File: src/rtl/fifo_arb_pkg.sv
// fifo_arb_pkg: shared state encoding and default sizing for the FIFO push arbiter.
package fifo_arb_pkg;
    typedef enum logic {IDLE, LOCKED} state_t;
    localparam int NUM_REQ_DEF = 4;
    localparam int DATA_WIDTH_DEF = 8;
    localparam int TIMEOUT_DEF = 16;
endpackage

File: src/rtl/fifo_push_arbiter_if.sv
// fifo_push_arbiter_if: requester beats in, single FIFO push port out.
// timeout_o exists only when FIFO_ARB_TIMEOUT_EN is defined.
interface fifo_push_arbiter_if
    import fifo_arb_pkg::*;
#(
    parameter int NUM_REQ = NUM_REQ_DEF,
    parameter int DATA_WIDTH = DATA_WIDTH_DEF
);
    logic [NUM_REQ-1:0] req_valid_i;
    logic [NUM_REQ*DATA_WIDTH-1:0] req_data_i;
    logic [NUM_REQ-1:0] req_last_i;
    logic [NUM_REQ-1:0] req_grant_o;
    logic push_valid_o;
    logic [DATA_WIDTH-1:0] push_data_o;
    logic push_grant_i;
    logic [$clog2(NUM_REQ)-1:0] owner_o;
    logic busy_o;
`ifdef FIFO_ARB_TIMEOUT_EN
    logic timeout_o;
    modport master (output req_valid_i, req_data_i, req_last_i, push_grant_i,
                    input req_grant_o, push_valid_o, push_data_o, owner_o, busy_o, timeout_o);
    modport slave (input req_valid_i, req_data_i, req_last_i, push_grant_i,
                   output req_grant_o, push_valid_o, push_data_o, owner_o, busy_o, timeout_o);
`else
    modport master (output req_valid_i, req_data_i, req_last_i, push_grant_i,
                    input req_grant_o, push_valid_o, push_data_o, owner_o, busy_o);
    modport slave (input req_valid_i, req_data_i, req_last_i, push_grant_i,
                   output req_grant_o, push_valid_o, push_data_o, owner_o, busy_o);
`endif
endinterface

File: src/rtl/fifo_arb_rr_pick.sv
// fifo_arb_rr_pick: first set request at or above rr_ptr, wrapping around.
module fifo_arb_rr_pick #(
    parameter int NUM_REQ = 4
) (
    input  logic [NUM_REQ-1:0] req,
    input  logic [$clog2(NUM_REQ)-1:0] rr_ptr,
    output logic [$clog2(NUM_REQ)-1:0] winner,
    output logic any_valid
);
    localparam int IW = $clog2(NUM_REQ);
    logic [IW-1:0] idx;
    // Scan from the farthest offset down so the nearest requester overwrites last.
    always_comb begin
        winner = '0;
        idx = '0;
        for (int k = NUM_REQ - 1; k >= 0; k--) begin
            idx = IW'((int'(rr_ptr) + k) % NUM_REQ);
            if (req[idx]) winner = idx;
        end
    end
    assign any_valid = |req;
endmodule

File: src/rtl/fifo_push_arbiter.sv
// fifo_push_arbiter: packet-locked round-robin arbiter feeding one FIFO push port.
// Define FIFO_ARB_TIMEOUT_EN to abort a lock whose owner stalls for TIMEOUT cycles.
module fifo_push_arbiter
    import fifo_arb_pkg::*;
#(
    parameter int NUM_REQ = NUM_REQ_DEF,
    parameter int DATA_WIDTH = DATA_WIDTH_DEF,
    parameter int TIMEOUT = TIMEOUT_DEF
) (
    input logic clk,
    input logic reset,
    fifo_push_arbiter_if.slave bus
);
    localparam int IW = $clog2(NUM_REQ);
    if (NUM_REQ < 2 || TIMEOUT < 2) begin : g_param_check
        $error("fifo_push_arbiter: NUM_REQ and TIMEOUT must be >= 2");
    end
    state_t state, state_nx;
    logic [IW-1:0] owner, owner_nx, rr_ptr, rr_nx, win, owner_inc;
    logic any, own_valid, locked, xfer, done, release_lock;
    assign locked = state == LOCKED;
    assign own_valid = bus.req_valid_i[owner];
    assign xfer = locked && own_valid && bus.push_grant_i;
    assign done = xfer && bus.req_last_i[owner];
    assign owner_inc = owner == IW'(NUM_REQ - 1) ? '0 : owner + 1'b1;
    fifo_arb_rr_pick #(.NUM_REQ(NUM_REQ)) u_pick (
        .req(bus.req_valid_i),
        .rr_ptr(rr_ptr),
        .winner(win),
        .any_valid(any)
    );
`ifdef FIFO_ARB_TIMEOUT_EN
    localparam int CW = $clog2(TIMEOUT);
    logic [CW-1:0] cnt, cnt_nx;
    logic expire, timeout_q;
    assign expire = locked && !own_valid && cnt == CW'(TIMEOUT - 1);
    assign release_lock = done || expire;
    assign bus.timeout_o = timeout_q;
`else
    assign release_lock = done;
`endif
    always_ff @(posedge clk) begin
        if (reset) begin
            state <= IDLE;
            owner <= '0;
            rr_ptr <= '0;
`ifdef FIFO_ARB_TIMEOUT_EN
            cnt <= '0;
            timeout_q <= 1'b0;
`endif
        end else begin
            state <= state_nx;
            owner <= owner_nx;
            rr_ptr <= rr_nx;
`ifdef FIFO_ARB_TIMEOUT_EN
            cnt <= cnt_nx;
            timeout_q <= expire;
`endif
        end
    end
    // Arbitration happens only in IDLE, so back-to-back packets always see a bubble.
    always_comb begin
        state_nx = !locked ? (any ? LOCKED : IDLE) : (release_lock ? IDLE : LOCKED);
        owner_nx = !locked && any ? win : owner;
        rr_nx = locked && release_lock ? owner_inc : rr_ptr;
`ifdef FIFO_ARB_TIMEOUT_EN
        cnt_nx = (!locked || xfer) ? '0 : (own_valid ? cnt : cnt + 1'b1);
`endif
    end
    always_comb begin
        bus.busy_o = locked;
        bus.owner_o = owner;
        bus.push_valid_o = locked && own_valid;
        bus.push_data_o = locked ? DATA_WIDTH'(bus.req_data_i >> (int'(owner) * DATA_WIDTH)) : '0;
        bus.req_grant_o = xfer ? NUM_REQ'(1) << owner : '0;
    end
endmodule

File: src/flat_wrapper.sv
// flat-port wrapper written by rule: the top's interface ports become plain ports
module fifo_push_arbiter_flat import fifo_arb_pkg::*;
#(
    parameter int NUM_REQ = NUM_REQ_DEF,
    parameter int DATA_WIDTH = DATA_WIDTH_DEF,
    parameter int TIMEOUT = TIMEOUT_DEF
)
  (clk, reset, bus_req_valid_i, bus_req_data_i, bus_req_last_i, bus_push_grant_i, bus_req_grant_o, bus_push_valid_o, bus_push_data_o, bus_owner_o, bus_busy_o);
  fifo_push_arbiter_if #(.NUM_REQ(NUM_REQ), .DATA_WIDTH(DATA_WIDTH)) bus_i ();
  input logic clk;
  input logic reset;
  input wire logic [$bits(bus_i.req_valid_i)-1:0] bus_req_valid_i;
  input wire logic [$bits(bus_i.req_data_i)-1:0] bus_req_data_i;
  input wire logic [$bits(bus_i.req_last_i)-1:0] bus_req_last_i;
  input wire logic [$bits(bus_i.push_grant_i)-1:0] bus_push_grant_i;
  output wire logic [$bits(bus_i.req_grant_o)-1:0] bus_req_grant_o;
  output wire logic [$bits(bus_i.push_valid_o)-1:0] bus_push_valid_o;
  output wire logic [$bits(bus_i.push_data_o)-1:0] bus_push_data_o;
  output wire logic [$bits(bus_i.owner_o)-1:0] bus_owner_o;
  output wire logic [$bits(bus_i.busy_o)-1:0] bus_busy_o;
  assign bus_i.req_valid_i = bus_req_valid_i;
  assign bus_i.req_data_i = bus_req_data_i;
  assign bus_i.req_last_i = bus_req_last_i;
  assign bus_i.push_grant_i = bus_push_grant_i;
  assign bus_req_grant_o = bus_i.req_grant_o;
  assign bus_push_valid_o = bus_i.push_valid_o;
  assign bus_push_data_o = bus_i.push_data_o;
  assign bus_owner_o = bus_i.owner_o;
  assign bus_busy_o = bus_i.busy_o;
  fifo_push_arbiter #(.NUM_REQ(NUM_REQ), .DATA_WIDTH(DATA_WIDTH), .TIMEOUT(TIMEOUT)) u_core (.clk(clk), .reset(reset), .bus(bus_i));
endmodule
File: config.mk
export PLATFORM = sky130hd
export DESIGN_NAME = fifo_push_arbiter_flat
export DESIGN_NICKNAME = d
export VERILOG_FILES = /design/src/rtl/fifo_arb_pkg.sv /design/src/rtl/fifo_push_arbiter_if.sv /design/src/rtl/fifo_arb_rr_pick.sv /design/src/rtl/fifo_push_arbiter.sv /design/src/flat_wrapper.sv
export SDC_FILE = /design/constraint.sdc
export NUM_CORES = 1
export LEC_CHECK = 0
export CAP_MARGIN = 20
export CELL_PAD_IN_SITES_DETAIL_PLACEMENT = 1
export CELL_PAD_IN_SITES_GLOBAL_PLACEMENT = 2
export CORE_MARGIN = 1
export CORE_UTILIZATION = 17
export CTS_CLUSTER_DIAMETER = 80
export DETAILED_ROUTE_END_ITERATION = 10
export PLACE_DENSITY = 0.89
export SLEW_MARGIN = 0
export SYNTH_ARGS = -nofsm -noshare
export SYNTH_HDL_FRONTEND = slang
export SYNTH_SLANG_ARGS = --single-unit
File: constraint.sdc
create_clock -name clk -period 2.6 [get_ports clk]
set_input_delay 0.39 -clock clk [delete_from_list [all_inputs] [get_ports clk]]
set_output_delay 0.39 -clock clk [all_outputs]
set_load 0.05 [all_outputs]
==> impl_metrics.env <==
export IMPL_die_x_um=66.37
export IMPL_cts_tree="done"
export IMPL_finalWirelength_um=2453
export IMPL_arrival_ps=1930
export IMPL_die_y_um=66.37
export IMPL_outcome="complete, no violations"
export IMPL_vias_per_cell=4.446
export IMPL_syn_mean_instance_area_um2=9.519
export IMPL_die_area_um2=4405
export IMPL_utilization=0.3478
export IMPL_drive_gt1_frac=0.2313
export IMPL_synth_top_area_cell="mux4_2"
export IMPL_syn_num_nets=121
export IMPL_htreeDepth=1
export IMPL_fin_ws_ps=283.2
export IMPL_cts_buffers_inserted=3
export IMPL_cp_max_fo=6
export IMPL_cts_sinks=5
export IMPL_finClkSkew_ps=1.025
export IMPL_synth_cell_types=28
export IMPL_synthArstFlopShare=0
export IMPL_dp_slack_ps=295.8
export IMPL_cp_required_ps=2210
export IMPL_ctsResizeCount=0
export IMPL_fp_coreArea_um2=4000
export IMPL_grt_pass1_wl_um=3712
export IMPL_place_port_buffers=58
export IMPL_syn_inst=74
export IMPL_min_to="u_core.bus.owner_o[0]"
export IMPL_path_clk_slew_ps=30
export IMPL_hold_ws_ps=469.5
export IMPL_nNetsFinal=182
export IMPL_synth_seq_cells=5
export IMPL_min_path_cells=2
export IMPL_num_vias=818
export IMPL_place_congestion=0.8451
export IMPL_power_density_nw_per_um2=341.7
export IMPL_regArea_um2=100.1
export IMPL_cp_slowest_stage_delay_ps=590
export IMPL_clock_latency_ps=220
export IMPL_drv_slew=0
export IMPL_wl_per_cell_um=13.33
export IMPL_num_antenna_cells=0
export IMPL_clock_root_buffer="clkbuf_8"
export IMPL_grt_pass1_vias=892
export IMPL_cp_start_kind="primary input"
export IMPL_crit_path_end_kind="output pin"
export IMPL_critPathKind="in -> out"
export IMPL_worstPathCellList="clkdlybuf4s50_1 > mux2i_1 > o22ai_1 > and2_1 > buf_12"
export IMPL_start_util=0.1761
export IMPL_synth_area_top_cells="mux4_2 (29%), dfxtp_1 (14%), and2_1 (11%), ha_1 (7.1%), mux2i_1 (4.3%)"
export IMPL_fillCellCount=456
export IMPL_r2r_end="u_core.rr_ptr[0]"
export IMPL_timing_final_crit_period_ps=2317
export IMPL_yosysWarnings=0
export IMPL_timing_fmax_mhz=431.6
export IMPL_cpMaxStageDelayCell="clkdlybuf4s50_1"
export IMPL_grt_usage=0.1081
export IMPL_first_iter_violations=7
export IMPL_ios=59
export IMPL_tightest_slew_ps=508.0
export IMPL_setup_violations=0
export IMPL_reg2reg_slack_ps=1000
export IMPL_power_mw=0.4755
export IMPL_num_rows=23
export IMPL_overflow=0
export IMPL_synthTopCellsByCount="and2_1 (12), mux4_2 (9), a21oi_1 (5), dfxtp_1 (5), inv_1 (5)"
export IMPL_fin_crit_sh=0.8911
export IMPL_drtPass1Iterations=3
export IMPL_vdd_ir_drop_max_mv=0.1528
export IMPL_grt_max_degree=17
export IMPL_area_growth_synth_to_final_pct=97.51
export IMPL_crit_reg2reg_launch="u_core.bus.owner_o[0]"
export IMPL_synth_most_common_cell="and2_1"
export IMPL_antenna_left=0
export IMPL_synth_edf_count=0
export IMPL_yosysSeqAreaShare=0.1421
export IMPL_hold_start="u_core.bus.owner_o[0]"
export IMPL_multi_input_comb_area_um2=549.3
export IMPL_rsz0062_at_grt="false"
export IMPL_synthFlopType="dfxtp_1"
export IMPL_cap_violations=0
export IMPL_hold_violations=0
export IMPL_cts_setup_buffers=0
export IMPL_drc_errors=0
export IMPL_syn_area_um2=704.4
export IMPL_antenna_found_initial=0
export IMPL_ff2ff_path_depth=5
export IMPL_ctsHoldBuffers=0
export IMPL_hold_class="reg -> reg"
export IMPL_clockBufferDepth=2
export IMPL_maxSlewHeadroom=0.6609
export IMPL_power_leakage_nw=0.5171
export IMPL_fin_setup_tns_ps=0
export IMPL_yosysTopAreaCellShare=0.2877
export IMPL_dpl_hpwl_um=2062
[cells in the final DEF (no fill, tap or decap), drive strengths merged]
master         instances
nand2                  4
inv                    5
mux4                   9
clkinv                 1
buf                   16
clkdlybuf4s50         44
or3                    1
a21o                   1
o22a                   1
nor2                   2
o21ai                  3
nand2b                 1
clkbuf                 4
nor3                   1
nand3b                 2
a21oi                  5
ha                     4
mux2i                  3
o22ai                  2
nand3                  3
and3                   1
a221oi                 1
o41ai                  2
and2                  12
dfxtp                  5
o31ai                  1
[flip-flops by register name, summed over array words and instances, names as in the netlist]
signal / count
u_core.bus.owner_o: 2
u_core.bus.busy_o: 1
u_core.rr_ptr: 2
[metrics by stage]
stage	instance area [um2]	instances
floorplan	704.4	74
global placement	1346	180
detailed placement	1346	180
CTS	1391	184
global route	1391	184
finish	1391	184
[logic make-up (layout without fill, tap and decap cells)]
logic type,after synthesis,in the layout,share of synthesized area
buffers and inverters,10,70,0.07813
flip-flops,5,5,0.1421
AND/OR/NAND/NOR,27,27,0.2149
multiplexers,12,12,0.3304
adder cells (fa/ha/maj),4,4,0.07105
AO/OA/AOI/OAI,16,16,0.1634
[worst max-delay path: cells and delay by family]
family | cells | cell delay [ps]
buf+inv | 2 | 740
compound gates | 1 | 390
simple gates | 1 | 250
mux | 1 | 160
[power breakdown]
part / internal, mW / leakage, nW / switching (mW) / total [mW]
registers: 0.0818 / 0.0410 / 0.0103 / 0.0921
logic: 0.127 / 0.453 / 0.118 / 0.245
clock network: 0.105 / 0.0228 / 0.0332 / 0.138
total: 0.314 / 0.517 / 0.161 / 0.475
[layout make-up]
type                    instances  share of cell area
inverters                       6             0.01709
well taps                      50             0.04496
multi-input cells              59              0.3948
repair buffers                 60              0.4389
clock buffers                   4             0.03237
flip-flops and latches          5             0.07194
[how the worst max path moves through the flow]
stage	end	cells after the start	slack [ps]	from
after global routing	bus_req_grant_o[2]	5	200	bus_req_valid_i[2]
after floorplan	bus_push_data_o[0]	4	370	u_core.bus.owner_o[0]
after CTS	bus_req_grant_o[3]	5	300	bus_req_valid_i[2]
final	bus_req_grant_o[3]	5	280	bus_req_valid_i[2]
after detailed placement	bus_req_grant_o[3]	5	300	bus_req_valid_i[2]
after global placement	bus_req_grant_o[3]	5	360	bus_req_valid_i[2]
[layer usage]
layer	track usage	vias to the layer above	part of all wire
met5	0	-	0
met4	0.02926	0	0
met1	0.1007	394	0.35
li1	-	396	-
met2	0.2207	28	0.56
met3	0.03276	0	0.091
(Power assumes the default switching activity.)
